$ cat config.mk
export PLATFORM = sky130hd
export DESIGN_NAME = run_ctrl_flat
export DESIGN_NICKNAME = d
export VERILOG_FILES = /design/src/rtl/run_ctrl_if.sv /design/src/rtl/run_ctrl.sv /design/src/flat_wrapper.sv
export SDC_FILE = /design/constraint.sdc
export NUM_CORES = 1
export LEC_CHECK = 0
export ABC_AREA = 1
export CAP_MARGIN = 20
export CORE_ASPECT_RATIO = 0.6
export CORE_UTILIZATION = 25
export CTS_CLUSTER_SIZE = 12
export DETAILED_ROUTE_END_ITERATION = 12
export HOLD_SLACK_MARGIN = 0.05
export PLACE_DENSITY = 0.35
export SKIP_CTS_REPAIR_TIMING = 1
export SLEW_MARGIN = 20
export SYNTH_ARGS = -nofsm -noshare
export SYNTH_HDL_FRONTEND = slang
export SYNTH_SLANG_ARGS = --single-unit
$ cat constraint.sdc
create_clock -name CLK -period 2.9 [get_ports CLK]
set_clock_uncertainty 0.1 [all_clocks]
set_input_delay 0.58 -clock CLK [delete_from_list [all_inputs] [get_ports CLK]]
set_output_delay 0.58 -clock CLK [all_outputs]
set_load 0.03 [all_outputs]
$ cat src/rtl/run_ctrl_if.sv
// run_ctrl_if: button inputs and counter-enable outputs of the run controller.
interface run_ctrl_if;
    logic BTN;
    logic STEP;
    logic CE;
    logic RUN;
    logic BTN_DB;
    modport master (output BTN, STEP, input CE, RUN, BTN_DB);
    modport slave (input BTN, STEP, output CE, RUN, BTN_DB);
endinterface

$ cat src/rtl/run_ctrl.sv
// run_ctrl: debounced start/stop toggle and divided one-cycle CE pulse for the counter.
// Define RUN_CTRL_STEP_EN to add the single-step button (one CE pulse per STEP press in IDLE).
module run_ctrl #(
    parameter int DIV = 5000000,
    parameter int DB_CYCLES = 50000
) (
    input logic CLK,
    input logic R,
    run_ctrl_if.slave bus
);
    localparam int CW = $clog2(DB_CYCLES);
    localparam int PW = DIV > 1 ? $clog2(DIV) : 1;
`ifdef RUN_CTRL_STEP_EN
    localparam int NCH = 2;
`else
    localparam int NCH = 1;
`endif
    typedef enum logic {IDLE, RUNNING} state_t;
    logic [NCH-1:0] raw, s1_q, s1_d, s2_q, s2_d, db_q, db_d, dbp_q, dbp_d, prs_q, prs_d;
    logic [NCH-1:0][CW-1:0] cnt_q, cnt_d;
    state_t state_q, state_d;
    logic [PW-1:0] pre_q, pre_d;
    logic ce_q, ce_d, running, run_next, wrap, step_ce;
    // Channel 0 is BTN, channel 1 (when present) is STEP.
`ifdef RUN_CTRL_STEP_EN
    assign raw = {bus.STEP, bus.BTN};
    assign step_ce = prs_q[1] & ~running & ~prs_q[0];
`else
    logic unused_step;
    assign unused_step = bus.STEP;
    assign raw = bus.BTN;
    assign step_ce = 1'b0;
`endif
    always_comb begin
        s1_d = raw;
        s2_d = s1_q;
        dbp_d = db_q;
        prs_d = db_q & ~dbp_q;
        db_d = db_q;
        cnt_d = '0;
        for (int i = 0; i < NCH; i++) begin
            cnt_d[i] = (s2_q[i] == db_q[i] || cnt_q[i] == CW'(DB_CYCLES - 1)) ? '0 : cnt_q[i] + CW'(1);
            db_d[i] = (s2_q[i] != db_q[i] && cnt_q[i] == CW'(DB_CYCLES - 1)) ? s2_q[i] : db_q[i];
        end
        running = state_q == RUNNING;
        state_d = prs_q[0] ? (running ? IDLE : RUNNING) : state_q;
        run_next = state_d == RUNNING;
        wrap = pre_q == PW'(DIV - 1);
        // Requiring running now as well as next keeps DIV=1 from pulsing on the start edge.
        pre_d = (running && run_next && !wrap) ? pre_q + PW'(1) : '0;
        ce_d = (running & run_next & wrap) | step_ce;
    end
    always_ff @(posedge CLK) begin
        if (R) begin
            s1_q <= '0;
            s2_q <= '0;
            db_q <= '0;
            dbp_q <= '0;
            prs_q <= '0;
            cnt_q <= '0;
            state_q <= IDLE;
            pre_q <= '0;
            ce_q <= 1'b0;
        end else begin
            s1_q <= s1_d;
            s2_q <= s2_d;
            db_q <= db_d;
            dbp_q <= dbp_d;
            prs_q <= prs_d;
            cnt_q <= cnt_d;
            state_q <= state_d;
            pre_q <= pre_d;
            ce_q <= ce_d;
        end
    end
    assign bus.CE = ce_q;
    assign bus.RUN = running;
    assign bus.BTN_DB = db_q[0];
endmodule

$ cat src/flat_wrapper.sv
// flat-port wrapper written by rule: the top's interface ports become plain ports
module run_ctrl_flat 
#(
    parameter int DIV = 5000000,
    parameter int DB_CYCLES = 50000
)
  (CLK, R, bus_BTN, bus_STEP, bus_CE, bus_RUN, bus_BTN_DB);
  run_ctrl_if bus_i ();
  input logic CLK;
  input logic R;
  input wire logic [$bits(bus_i.BTN)-1:0] bus_BTN;
  input wire logic [$bits(bus_i.STEP)-1:0] bus_STEP;
  output wire logic [$bits(bus_i.CE)-1:0] bus_CE;
  output wire logic [$bits(bus_i.RUN)-1:0] bus_RUN;
  output wire logic [$bits(bus_i.BTN_DB)-1:0] bus_BTN_DB;
  assign bus_i.BTN = bus_BTN;
  assign bus_i.STEP = bus_STEP;
  assign bus_CE = bus_i.CE;
  assign bus_RUN = bus_i.RUN;
  assign bus_BTN_DB = bus_i.BTN_DB;
  run_ctrl #(.DIV(DIV), .DB_CYCLES(DB_CYCLES)) u_core (.CLK(CLK), .R(R), .bus(bus_i));
endmodule
# Word-level counts from Yosys, hierarchy flattened
# Index checks and enable logic that the tools add are counted.
[op_classes]
add_sub_neg = 2
eq_ne = 4
muxes = 2
bitwise = 5
n_reduce_logical = 7
[ops]
columns = ["operator", "n"]
rows = [
  ["$add A23 B1 Y23 const B", 1],
  ["$eq A23 B23 Y1 const B", 1],
  ["$add A16 B1 Y16 const B", 1],
  ["$eq A16 B16 Y1 const B", 1],
  ["$reduce_or A2 Y1", 2],
  ["$and A1 B1 Y1", 3],
  ["$logic_and A1 B1 Y1", 3],
  ["$mux W1", 2],
  ["$not A1 Y1", 2],
  ["$eq A1 B1 Y1", 1],
  ["$logic_not A1 Y1", 1],
  ["$logic_or A1 B1 Y1", 1],
  ["$ne A1 B1 Y1", 1],
]
[totals]
regBits = 46
out_inout_bits = 3

# Longest topological paths before layout
[logic_depth]
ltp_word = 6
depth_mapped = 9
ltp_nobuf = 9

# Worst setup path after synthesis
# OpenSTA, ideal clock, no wires.
[synth_timing]
kind = "reg2reg"
from = "register u_core.cnt_q[0] in the netlist's numbering"
to = "register u_core.cnt_q[11] in the netlist's numbering"
t_arrival_ns = 1.222
path_slack_ns = 1.463
stages_incl_launch_ff = 10
path_buffers = 1
cell_sequence = "dfxtp_1 -> ha_1 -> nand2_2 -> nor2_4 -> inv_2 -> nor2_4 -> nand2_2 -> nand2_2 -> buf_6 -> nor2_2"
[synth_via]
elab_chain_cells = 3
elab_cells_between_ends = 4
[synth_lines]
columns = ["element", "line", "rtl"]
rows = [
  ["from (decl)", "run_ctrl.sv:20", "logic [NCH-1:0][CW-1:0] cnt_q, cnt_d;"],
  ["from (signal assigned)", "run_ctrl.sv:70", "cnt_q <= cnt_d;"],
  ["parallel branches: the longest is 3 deep, another holds $add A16 B1 Y16", "n/a", ""],
]
# Parallel ways; which one is timed is not known.
# A chain may end at the register's enable or synchronous reset.

# Worst setup path after layout
[layout_timing]
from = "register u_core.db_q, in the netlist u_core.bus.BTN_DB"
to = "output port bus_BTN_DB"
[layout_rtl]
columns = ["element", "line", "rtl"]
rows = [
  ["from (decl)", "run_ctrl.sv:19", "logic [NCH-1:0] raw, s1_q, s1_d, s2_q, s2_d, db_q, db_d, dbp_q, dbp_d, prs_q, prs_d;"],
  ["from (signal assigned)", "run_ctrl.sv:57", "db_q <= '0;"],
  ["from (signal assigned)", "run_ctrl.sv:67", "db_q <= db_d;"],
  ["to (decl)", "flat_wrapper.sv:15", "output wire logic [$bits(bus_i.BTN_DB)-1:0] bus_BTN_DB;"],
]
# No word-level cell between the ends.

==> results.py <==
metrics = {
    "cells_and_area": {
        "drive_gt1_frac": 0.110,
        "num_antenna_cells": 0,
        "area_delta_synth_final_pct": 13.5,
        "final_core_util": 0.296,
        "fin_cells": 439,
        "final_nets": 333,
    },
    "critical_path": {
        "critPathBufInv": 1,
        "critPathMaxStageDelay_ns": 0.69,
        "cp_max_fo": 3,
        "rr_startpoint": "u_core.pre_q[0]",
        "cp.required_ns": 2.22,
        "critPathLaunchType": "flop",
        "critPathArrivalTime_ns": 1.33,
        "crit_family": "buffers and inverters",
        "critPathKind": "flop to primary output",
        "cp.depth": 1,
        "crit_start": "u_core.bus.BTN_DB",
        "cp-end-kind": "primary output",
        "cp_cell_sequence": "clkdlybuf4s50_1",
        "slowest_stage": "clkdlybuf4s50_1",
        "r2r_cells": 6,
    },
    "logic_synthesis": {
        "synth_edf_count": 0,
        "synth_top_area_share": 0.410,
        "avgSynthCellArea_um2": 7.09,
        "ys_top_cells_by_area": "dfxtp_1 (41%), nand2_1 (11%), nor2_1 (10%), inv_1 (6.3%), nand3_1 (5.3%)",
        "ys.flop_type": "dfxtp_1",
        "syn-cell-area_um2": 2250,
        "synthTopCellsByCount": "nand2_1 (66), nor2_1 (60), dfxtp_1 (46), inv_1 (38), nand3_1 (24)",
        "ys_ff_latch": 46,
        "syn_nets": 324,
        "synth.most_common_cell": "nand2_1",
        "synth_top_area_cell": "dfxtp_1",
        "async_flop_share": 0,
        "syn_inst": 317,
        "yosysWarningCount": 0,
        "ys_seq_area_frac": 0.410,
        "ys_types": 25,
    },
    "run": {
        "drv_cap": 0,
    },
    "hold_path": {
        "hold_path.startpoint": "u_core.dbp_q",
        "min_path_cells": 1,
        "hp-class": "flop to flop",
    },
    "die": {
        "ioPinCount": 7,
        "start_util": 0.261,
        "coreArea_um2": 8620,
        "die-area_um2": 9390,
        "die_w_um": 124,
        "die_height_um": 75.5,
        "row_count": 26,
    },
    "routing": {
        "route.met3.wl_um": 181,
        "dr.pass1.iters": 4,
        "num_vias": 1839,
        "ant_nets": 0,
        "drtIter0Drc": 123,
        "via_per_inst": 4.19,
        "wl_um": 5030,
        "top_layer": "met4",
        "routedWlPerCell_um": 11.5,
        "wl_met1_um": 3280,
        "drc": 0,
        "wl_met2_um": 1530,
    },
    "placement": {
        "place_inst": 431,
        "port_buffers": 5,
        "hpwl_um": 3890,
        "gp_congestion": 0.750,
    },
    "global_route": {
        "grt_overflow_total": 0,
        "grt_pass1_wl_um": 8450,
        "antenna_found_initial": 0,
        "grt_pass1_vias": 1654,
        "groute.usage.overall": 0.118,
        "grt_max_degree": 22,
    },
    "clock_network": {
        "cts.path.max_buffers": 2,
        "cts_sinks": 46,
        "numCtsBuffers": 5,
        "h-tree-depth": 2,
        "clk-insertion-delay-late_ns": 0.28,
        "clk_pin_slew_ns": 0.06,
        "root_buffer": "clkbuf_16",
        "cts_tree": "done",
    },
    "timing": {
        "timing.setup.tns_ns": 0,
        "setup-violations-final": 0,
        "final_max_slew_viol_count": 0,
        "fmax_mhz": 497,
        "rsz0062_at_grt": "no",
        "slew_headroom": 0.698,
        "fin_crit_sh": 0.694,
        "worst_slew_pin_slew_ns": 0.451,
        "finalHoldViolations": 0,
        "min_period_ns": 2.01,
    },
    "outcome": {
        "outcome": "completed",
    },
    "power": {
        "power_density_nw_per_um2": 480,
        "vdd_ir_drop_max_mv": 0.188,
        "finalPower_uw": 1220,
        "p_leak_uw": 0.000770,
    },
}
[cell type report]
type                    count  area [um2]
repair buffers              5        50.0
well taps                 112         140
clock buffers               7         143
multi-input cells         228        1140
clock inverters             1        5.00
fillers                   927        6070
inverters                  40         150
flip-flops and latches     46         921
[cells by family (layout without fill, tap and decap cells)]
group,after synthesis,after routing,synth area share
compound gates,27,27,0.0673
xor+xnor,14,14,0.0545
fa+ha+maj,3,3,0.0167
buf+inv,43,53,0.0818
flops,46,46,0.410
simple gates,184,184,0.370
[layout by cell type, fill, tap and decap left out]
| master | count |
|---|---|
| a21oi_1 | 15 |
| a21oi_2 | 3 |
| clkbuf_1 | 1 |
| clkbuf_16 | 5 |
| clkbuf_8 | 1 |
| clkdlybuf4s50_1 | 5 |
| clkinv_2 | 1 |
| dfxtp_1 | 46 |
| ha_1 | 3 |
| inv_1 | 38 |
| inv_2 | 2 |
| nand2_1 | 66 |
| nand2_2 | 5 |
| nand2_4 | 1 |
| nand3_1 | 24 |
| nand3_2 | 1 |
| nand3b_1 | 1 |
| nand4_1 | 4 |
| nor2_1 | 60 |
| nor2_2 | 12 |
| nor2_4 | 4 |
| nor3_1 | 3 |
| o21ai_0 | 7 |
| o21bai_1 | 2 |
| or2_0 | 1 |
| or2_1 | 1 |
| or2_2 | 1 |
| xnor2_1 | 2 |
| xor2_1 | 12 |
[state kept, by name, summed over array words and instances, names as in the netlist]
name and count:
u_core.bus.CE 1, u_core.bus.RUN 1, u_core.prs_q 1, u_core.pre_q 23, u_core.bus.BTN_DB 1, u_core.cnt_q 16
u_core.s2_q 1, u_core.s1_q 1, u_core.dbp_q 1
[worst register-to-register path, stage by stage, from the launching register on]
cell,delay (ns)
dfxtp_1,0.36
ha_1,0.21
nand3_1,0.19
nor2_1,0.17
nand3_2,0.13
nand2_2,0.37
nor2_1,0.10
[metal layers]
layer	GRT usage	vias up
li1	-	1006
met1	0.193	792
met2	0.139	33
met3	0.0351	8
met4	0.0281	0
met5	0	-
[path summary, 6_finish.rpt]
path | endpoint | slack [ns]
worst max-delay path | bus_BTN_DB | 0.89
worst min-delay path | u_core.prs_q | 0.29
worst max register to register | u_core.pre_q[19] | 1.14
worst min register to register | u_core.prs_q | 0.29
[metrics by stage]
step	cell area (um2)	worst slack [ns]	hold WS (ns)
after CTS	2550	0.859	0.291
after global routing	2550	0.835	0.320
after floorplan	2250	1.46	0.273
after global placement	2400	0.710	0.280
final	2550	0.888	0.286
after detailed placement	2400	0.693	0.283
[report_power, final]
| part | switching [uW] | internal [uW] | leakage [uW] |
|---|---|---|---|
| clock | 239 | 342 | 0.0000739 |
| sequential | 0.843 | 633 | 0.000371 |
| combinational | 6.15 | 3.93 | 0.000325 |
| total | 246 | 979 | 0.000770 |
Power figures use the tool's default switching activity.
